**config.mk**
```make
export PLATFORM = sky130hd
export DESIGN_NAME = pc_stack_unit_flat
export DESIGN_NICKNAME = d
export VERILOG_FILES = /design/src/rtl/pc_stack_if.sv /design/src/rtl/pc_stack_unit.sv /design/src/flat_wrapper.sv
export SDC_FILE = /design/constraint.sdc
export NUM_CORES = 1
export LEC_CHECK = 0
export ABC_AREA = 1
export CAP_MARGIN = 20
export CORE_ASPECT_RATIO = 1.1
export CORE_UTILIZATION = 32
export DETAILED_ROUTE_END_ITERATION = 10
export GPL_TIMING_DRIVEN = 0
export PLACE_DENSITY = 0.6
export REMOVE_ABC_BUFFERS = 1
export SYNTH_ARGS = -nofsm -noshare
export SYNTH_HDL_FRONTEND = slang
export SYNTH_SLANG_ARGS = --single-unit
```
**constraint.sdc**
```tcl
create_clock -name clock -period 3.16 [get_ports clock]
set_input_delay 0.632 -clock clock [delete_from_list [all_inputs] [get_ports clock]]
set_output_delay 0.632 -clock clock [all_outputs]
set_load 0.02 [all_outputs]
```
**src/rtl/pc_stack_if.sv**
```systemverilog
// rtl/pc_stack_if.sv - command/status bundle between the fetch control and pc_stack_unit
//
// Purpose: groups the pc unit's command strobes, operands and status outputs.
// Signals:
//   stall, ld_pc, pc_inc, branch, call, ret   command strobes (master -> slave)
//   add[AW], offset[OW]                      jump/call target, signed branch offset
//   pc[AW], exec_add[AW]                     fetch address and its one-cycle-delayed copy
//   sp[$clog2(DEPTH+1)]                      return-stack occupancy
//   stk_full, stk_empty, err                 stack status and sticky fault flag
// Modports: master drives commands and observes status; slave is the pc unit.
interface pc_stack_if #(
    parameter int AW    = 12,
    parameter int OW    = 8,
    parameter int DEPTH = 4
);
    localparam int SPW = $clog2(DEPTH + 1);

    logic          stall;
    logic          ld_pc;
    logic          pc_inc;
    logic          branch;
    logic          call;
    logic          ret;
    logic [AW-1:0] add;
    logic [OW-1:0] offset;
    logic [AW-1:0] pc;
    logic [AW-1:0] exec_add;
    logic [SPW-1:0] sp;
    logic          stk_full;
    logic          stk_empty;
    logic          err;

    modport master (
        output stall, ld_pc, pc_inc, branch, call, ret, add, offset,
        input  pc, exec_add, sp, stk_full, stk_empty, err
    );

    modport slave (
        input  stall, ld_pc, pc_inc, branch, call, ret, add, offset,
        output pc, exec_add, sp, stk_full, stk_empty, err
    );
endinterface

```
**src/rtl/pc_stack_unit.sv**
```systemverilog
// rtl/pc_stack_unit.sv - program counter with relative branch, stall and return-address stack
//
// Purpose: produces the fetch address (pc) and its one-cycle-delayed copy (exec_add),
// executes one command per edge with priority ret > call > ld_pc > branch > pc_inc,
// and keeps a DEPTH-entry hardware return stack with sticky overflow/underflow fault.
// Ports:
//   clock   rising-edge clock
//   reset   synchronous, active-high; pc/exec_add <= RESET_ADDR, sp <= 0, err <= 0
//   bus     pc_stack_if.slave: command strobes/operands in, pc/exec_add/sp/status out
module pc_stack_unit #(
    parameter int AW         = 12,
    parameter int OW         = 8,
    parameter int DEPTH      = 4,
    parameter int RESET_ADDR = 0
) (
    input  logic     clock,
    input  logic     reset,
    pc_stack_if.slave bus
);
    localparam int SPW = $clog2(DEPTH + 1);
    // Index width for the stack array; sp itself needs one extra code for "full".
    localparam int IW  = (DEPTH > 1) ? $clog2(DEPTH) : 1;
    localparam logic [SPW-1:0] SP_FULL  = SPW'(DEPTH);
    localparam logic [AW-1:0]  PC_RESET = AW'(RESET_ADDR);

    logic [AW-1:0]  stack [2**IW];
    logic [AW-1:0]  pc_q, exec_q, pc_n, off_ext, ret_addr;
    logic [SPW-1:0] sp_q, sp_n, sp_dec;
    logic           err_q, err_n, push;

    assign off_ext  = AW'($signed(bus.offset));
    assign ret_addr = pc_q + AW'(1);
    assign sp_dec   = sp_q - SPW'(1);

    always_comb begin
        pc_n  = pc_q;
        sp_n  = sp_q;
        err_n = err_q;
        push  = 1'b0;
        if (bus.ret) begin
            if (sp_q != '0) begin
                pc_n = stack[sp_dec[IW-1:0]];
                sp_n = sp_dec;
            end else begin
                err_n = 1'b1;
            end
        end else if (bus.call) begin
            if (sp_q != SP_FULL) begin
                push = 1'b1;
                pc_n = bus.add;
                sp_n = sp_q + SPW'(1);
            end else begin
                err_n = 1'b1;
            end
        end else if (bus.ld_pc) begin
            pc_n = bus.add;
        end else if (bus.branch) begin
            pc_n = pc_q + off_ext;
        end else if (bus.pc_inc) begin
            pc_n = ret_addr;
        end
    end

    always_ff @(posedge clock) begin
        if (reset) begin
            pc_q   <= PC_RESET;
            exec_q <= PC_RESET;
            sp_q   <= '0;
            err_q  <= 1'b0;
        end else if (!bus.stall) begin
            pc_q   <= pc_n;
            exec_q <= pc_q;
            sp_q   <= sp_n;
            err_q  <= err_n;
        end
    end

    // Stack contents are not reset; only sp defines which entries are live.
    always_ff @(posedge clock) begin
        if (!reset && !bus.stall && push) begin
            stack[sp_q[IW-1:0]] <= ret_addr;
        end
    end

    assign bus.pc        = pc_q;
    assign bus.exec_add  = exec_q;
    assign bus.sp        = sp_q;
    assign bus.stk_full  = (sp_q == SP_FULL);
    assign bus.stk_empty = (sp_q == '0);
    assign bus.err       = err_q;
endmodule

```
**src/flat_wrapper.sv**
```systemverilog
// flat-port wrapper written by rule: the top's interface ports become plain ports
module pc_stack_unit_flat 
#(
    parameter int AW         = 12,
    parameter int OW         = 8,
    parameter int DEPTH      = 4,
    parameter int RESET_ADDR = 0
)
  (clock, reset, bus_stall, bus_ld_pc, bus_pc_inc, bus_branch, bus_call, bus_ret, bus_add, bus_offset, bus_pc, bus_exec_add, bus_sp, bus_stk_full, bus_stk_empty, bus_err);
  pc_stack_if #(.AW(AW), .OW(OW), .DEPTH(DEPTH)) bus_i ();
  input  logic clock;
  input  logic reset;
  input wire logic [$bits(bus_i.stall)-1:0] bus_stall;
  input wire logic [$bits(bus_i.ld_pc)-1:0] bus_ld_pc;
  input wire logic [$bits(bus_i.pc_inc)-1:0] bus_pc_inc;
  input wire logic [$bits(bus_i.branch)-1:0] bus_branch;
  input wire logic [$bits(bus_i.call)-1:0] bus_call;
  input wire logic [$bits(bus_i.ret)-1:0] bus_ret;
  input wire logic [$bits(bus_i.add)-1:0] bus_add;
  input wire logic [$bits(bus_i.offset)-1:0] bus_offset;
  output wire logic [$bits(bus_i.pc)-1:0] bus_pc;
  output wire logic [$bits(bus_i.exec_add)-1:0] bus_exec_add;
  output wire logic [$bits(bus_i.sp)-1:0] bus_sp;
  output wire logic [$bits(bus_i.stk_full)-1:0] bus_stk_full;
  output wire logic [$bits(bus_i.stk_empty)-1:0] bus_stk_empty;
  output wire logic [$bits(bus_i.err)-1:0] bus_err;
  assign bus_i.stall = bus_stall;
  assign bus_i.ld_pc = bus_ld_pc;
  assign bus_i.pc_inc = bus_pc_inc;
  assign bus_i.branch = bus_branch;
  assign bus_i.call = bus_call;
  assign bus_i.ret = bus_ret;
  assign bus_i.add = bus_add;
  assign bus_i.offset = bus_offset;
  assign bus_pc = bus_i.pc;
  assign bus_exec_add = bus_i.exec_add;
  assign bus_sp = bus_i.sp;
  assign bus_stk_full = bus_i.stk_full;
  assign bus_stk_empty = bus_i.stk_empty;
  assign bus_err = bus_i.err;
  pc_stack_unit #(.AW(AW), .OW(OW), .DEPTH(DEPTH), .RESET_ADDR(RESET_ADDR)) u_core (.clock(clock), .reset(reset), .bus(bus_i));
endmodule
```
---- Word level (Yosys, flattened, before mapping) ----
Memory sizes are Yosys's and may differ from the RTL's.
Index checks and enable logic that the tools add are counted.
word-level totals
  ROM bits ................................ 0
  memories ................................ 1
  input bits .............................. 28
  register bits after elaboration ......... 28
  RAM bits ................................ 48
  bits in latches ......................... 0
  output and inout port bits .............. 30
cells by class
  equality and inequality tests ........... 6
  divide/modulo/power cells ............... 0
  shifts and indexed selects .............. 0
  order comparisons ....................... 0
  multipliers ............................. 0
  reductions and logical operators ........ 12
  muxes and demuxes ....................... 20
  $add $sub $neg .......................... 4
  bitwise logic cells ..................... 1
memories
  name          depth  bits a word  rd ports  clocked after Yosys merged registers in  write ports  RTL line             RTL
  u_core.stack  4      12           1         0                                        1            pc_stack_unit.sv:26  logic [AW-1:0] stack [2**IW];
operators by type and width
  operator                                          number
  2-to-1 mux 12 bit                                 7
  adder 12 x 1 -> 12 bit, second input constant     1
  adder 12 bit                                      1
  2-to-1 mux 3 bit                                  4
  AND reduction 4 bit                               3
  2-to-1 mux 1 bit                                  9
  nonzero test 5 bit                                1
  != test 2 bit, second input constant              2
  nonzero test 2 bit                                2
  adder 3 x 1 -> 3 bit, second input constant       1
  == test 3 bit, second input constant              1
  zero test 3 bit                                   1
  != test 3 x 1 -> 1 bit, second input constant     1
  != test 3 bit, second input constant              1
  nonzero test 3 bit                                1
  subtractor 3 x 1 -> 3 bit, second input constant  1
  logical AND 1 bit                                 2
  zero test 1 bit                                   2
  != test 2 x 1 -> 1 bit, second input constant     1
  NOT 1 bit                                         1

---- Logic depth before layout (Yosys ltp) ----
  depth after elaboration ................. 7
  depth in mapped cells ................... 14
  gate-level depth less buffers ........... 13

---- Least setup slack after synthesis ----
OpenSTA, ideal clock, no wires.
  path type ............................... register to register
  start point ............................. register u_core.sp_q[0] (netlist: u_core.bus.sp[0])
  end point ............................... memory u_core.stack[1][0], enable pin
  setup slack ............................. 506 ps
  arrival ................................. 2273 ps
  setup time .............................. 380 ps
  stages on the path, launching flop included .. 9
  cell sequence ........................... dfxtp_1 clkbuf_1 inv_2 buf_2 ha_1 ha_1 inv_1 nand4_1 nor2_1
on the way
  cells in the longest elaborated chain, start to end .. 7
RTL lines
  what                                    RTL line             RTL
  start, declared                         pc_stack_unit.sv:28  logic [SPW-1:0] sp_q, sp_n, sp_dec;
  start signal, assigned                  pc_stack_unit.sv:73  sp_q <= sp_n;
  != test 3 bit                           pc_stack_unit.sv:48  if (sp_q != SP_FULL) begin
  2-to-1 mux 1 bit                        pc_stack_unit.sv:48
  2-to-1 mux 1 bit                        pc_stack_unit.sv:47  end else if (bus.call) begin
  2-to-1 mux 1 bit                        pc_stack_unit.sv:40  if (bus.ret) begin
  logical AND 1 bit                       pc_stack_unit.sv:80  if (!reset && !bus.stall && push) begin
  2-to-1 mux 1 bit                        pc_stack_unit.sv:80
  2-to-1 mux 1 bit (implied by the code)  pc_stack_unit.sv:81  stack[sp_q[IW-1:0]] <= ret_addr;
  end, declared                           pc_stack_unit.sv:26
Several ways; a longest one is shown, not always the timed one.

---- Worst setup path after layout ----
  start point ............................. register u_core.sp_q[0] (netlist: u_core.bus.sp[0])
  end point ............................... output port bus_stk_empty
on the way
  cells in the longest elaborated chain, start to end .. 1
RTL lines
  what             RTL line             RTL
  zero test 3 bit  pc_stack_unit.sv:89  assign bus.stk_empty = (sp_q == '0);
  end, declared    flat_wrapper.sv:25   output wire logic [$bits(bus_i.stk_empty)-1:0] bus_stk_empty;
Every way passes these cells.

==> metrics.yaml <==
status: "finished, violations left"
violations: "design-rule violations"
drtIter0Drc: 254
wl_met2_microns: 5840
synth_top_area_cell: "edfxtp_1"
avgSynthCellArea_sq_um: 8.30
crit_type: "reg -> out"
r2r_start: "u_core.bus.sp[0]"
io_buffers: 57
p_leak_nw: 2.11
insertion_delay_ps: 340
gp_congestion: 0.845
dieWidth_microns: 111
post_drt_wl_per_cell_microns: 15.9
setup_tns_ps: 0
crit_buf_inv: 2
grt_use_total_pct: 17.7
start_util_pct: 33.1
worst_slew_pin_slew_ps: 790
ios: 58
total_power_mw: 2.92
core-area_sq_um: 12700
vias: 3660
cts_buffer_depth: 2
antenna_found_initial: 0
async_flop_share_pct: 0
cp_top_family: "buffers and inverters"
arrival_ps: 2280
syn-cell-area_sq_um: 4200
rows: 43
reg2reg_depth: 7
yosysUniqueCellTypes: 36
relSlewSlack_pct: 47.2
root_buffer: "clkbuf_16"
worstReg2RegEnd: "u_core.stack[3][10]"
vias_per_cell: 5.06
ir_drop_mv: 0.244
fillers: 1270
r2r_slack_ps: 530
slowest_stage: "clkdlybuf4s50_1"
finalHoldViolations: 0
hp-start: "u_core.bus.err"
grt_pass1_vias: 3563
n_antenna_cell: 0
fp.dieH_microns: 122
path_clk_slew_ps: 60
min_path_cells: 2
power_density_nw_per_um2: 555
muxShareOfSynthArea_pct: 0
postRouteAntennaNets: 0
post-dp-hpwl_microns: 8480
cts_buffers: 9
highest_layer: "met4"
fin_nets: 608
ys_seq_area_share_pct: 47.7
pre_cts_ws_ps: -621
cp-end-kind: "primary output"
hold_ws_ps: 483
synth-simple-area-share_pct: 20.7
synth_seq_cells: 76
first_pass_iters: 7
critPathMaxStageDelay_ps: 610
area_growth_pct: 25.6
synth.area.top_cells: "edfxtp_1, dfxtp_1, nand2_1"
min_path_type: "reg -> reg"
synth_compound_area_share_pct: 16.1
grt-ovfl-total: 0
min_to: "u_core.bus.err"
cts_num_sinks: 76
setup_viol: 0
synth_top_family_by_area: "simple AND/OR/NAND/NOR gates"
met3_wirelength_microns: 550
crit_required_ps: 2530
cap_violations: 0
rsz0062_at_grt: "no"
period_needed_ps: 2910
met1_length_microns: 4840
drc: 2
yosysWarnings: 0
period_share_pct: 92.2
grt_max_degree: 29
start_kind: "flop"
placed_cell_area_sq_um: 4900
place.detailed.instances: 704
post_synth_xor_area_fraction_pct: 2.09
crit_path_cell_trace: "inv_2, ha_2, ha_1, clkdlybuf4s50_1"
synth-main-ff-cell: "edfxtp_1"
path_max_fanout: 28
fin_util_pct: 41.5
finish.cell_count_without_fillers: 723
fin_area_sq_um: 5270
yosysTopAreaCellShare_pct: 34.3
clock_skew_ps: 9.11
clock.fmax_mhz: 343
drive_above_1_share_pct: 8.83
synth-edff-count: 48
drv_slew: 0
dieArea_sq_um: 13600
syn_inst: 506
totalWireLength_microns: 11500
grt_first_pass_wirelength_microns: 18300
post-synth-top-count-cell: "nand2_1"
setup_ws_ps: 245
synthAdderAreaFrac_pct: 5.84
cts_max_level: 3
cts_tree: "yes"
synthTopCellsByCount: "nand2_1, nor2_1, inv_1"
==> logic make-up (layout without fill, tap and decap cells) <==
family	count (synthesis)	count (layout)
and+or+nand+nor	198	198
AOI/OAI and AO/OA	124	124
adders and majority gates	19	19
buffers and inverters	79	139
DFF	76	76
xor gates and xnor gates	10	10
==> worst min-delay path, cell delays in order, from the launching register on <==
cell and delay, ps:
dfxtp_1 330, a21oi_1 50, nor2_1 70
==> report_power, final <==
group	total, mW	leakage [nW]	internal (mW)	switching (mW)
clock network	1.07	0.164	0.674	0.400
logic	0.677	1.28	0.261	0.416
registers	1.17	0.668	1.11	0.0619
total	2.92	2.11	2.05	0.878
==> worst max path at each step <==
stage                                 from                 end  depth (start not counted)
after floorplan           u_core.bus.sp[0]  u_core.stack[2][0]                          6
after global placement    u_core.bus.sp[0]  u_core.stack[3][8]                          6
after detailed placement  u_core.bus.sp[0]    u_core.bus.pc[6]                         11
after CTS                 u_core.bus.sp[0]       bus_stk_empty                          4
after global routing      u_core.bus.sp[0]       bus_stk_empty                          4
final                     u_core.bus.sp[0]       bus_stk_empty                          4
==> metal layers <==
| metal | global-route usage [%] | vias to the layer above |
|---|---|---|
| met1 | 21.2 | 1706 |
| met2 | 31.6 | 111 |
| li1 | - | 1820 |
| met5 | 0 | - |
| met3 | 2.69 | 23 |
| met4 | 7.94 | 0 |
==> flip-flops by register name, summed over array words and instances (netlist names) <==
name	cells
u_core.bus.sp	3
u_core.bus.exec_add	12
u_core.stack	48
u_core.bus.err	1
u_core.bus.pc	12
==> final cells by class <==
cell class,count,area (sq um),share of cell area (%)
tap,157,196,3.73
multi-input combinational,351,1880,35.7
clock buffer,12,300,5.70
clock inverter,4,23.8,0.451
inverter,60,229,4.34
timing repair buffer,63,636,12.1
sequential,76,2010,38.0
==> repair_timing <==
item | 4_1_cts | 5_1_grt
endpoints found under the hold margin | 0 | 0
gates resized for setup | 2 | 4
pin swaps | 1 | 0
setup endpoints to repair | 59 | 23
setup buffers | 3 | 0
hold buffers | 0 | 0
==> placed cells by master, fill, tap and decap left out, types with 2 or more instances in the layout <==
cell / instances
buf_6: 2
o22ai_1: 9
nor2_2: 3
nand2_1: 88
inv_1: 49
a211oi_2: 2
ha_1: 17
nand2_2: 2
clkinv_2: 3
clkbuf_16: 12
nand3_1: 28
o221ai_1: 2
nand4_1: 7
a21oi_1: 41
buf_4: 3
inv_2: 8
o21ai_1: 16
nor2_1: 57
clkdlybuf4s50_1: 57
o21ai_0: 47
dfxtp_1: 27
clkinv_1: 2
a211oi_1: 2
a21o_1: 3
edfxtp_1: 48
xor2_1: 10
or2_2: 2
nor4_1: 2
nor2_4: 2
nor3_1: 2
(Power assumes the default switching activity.)
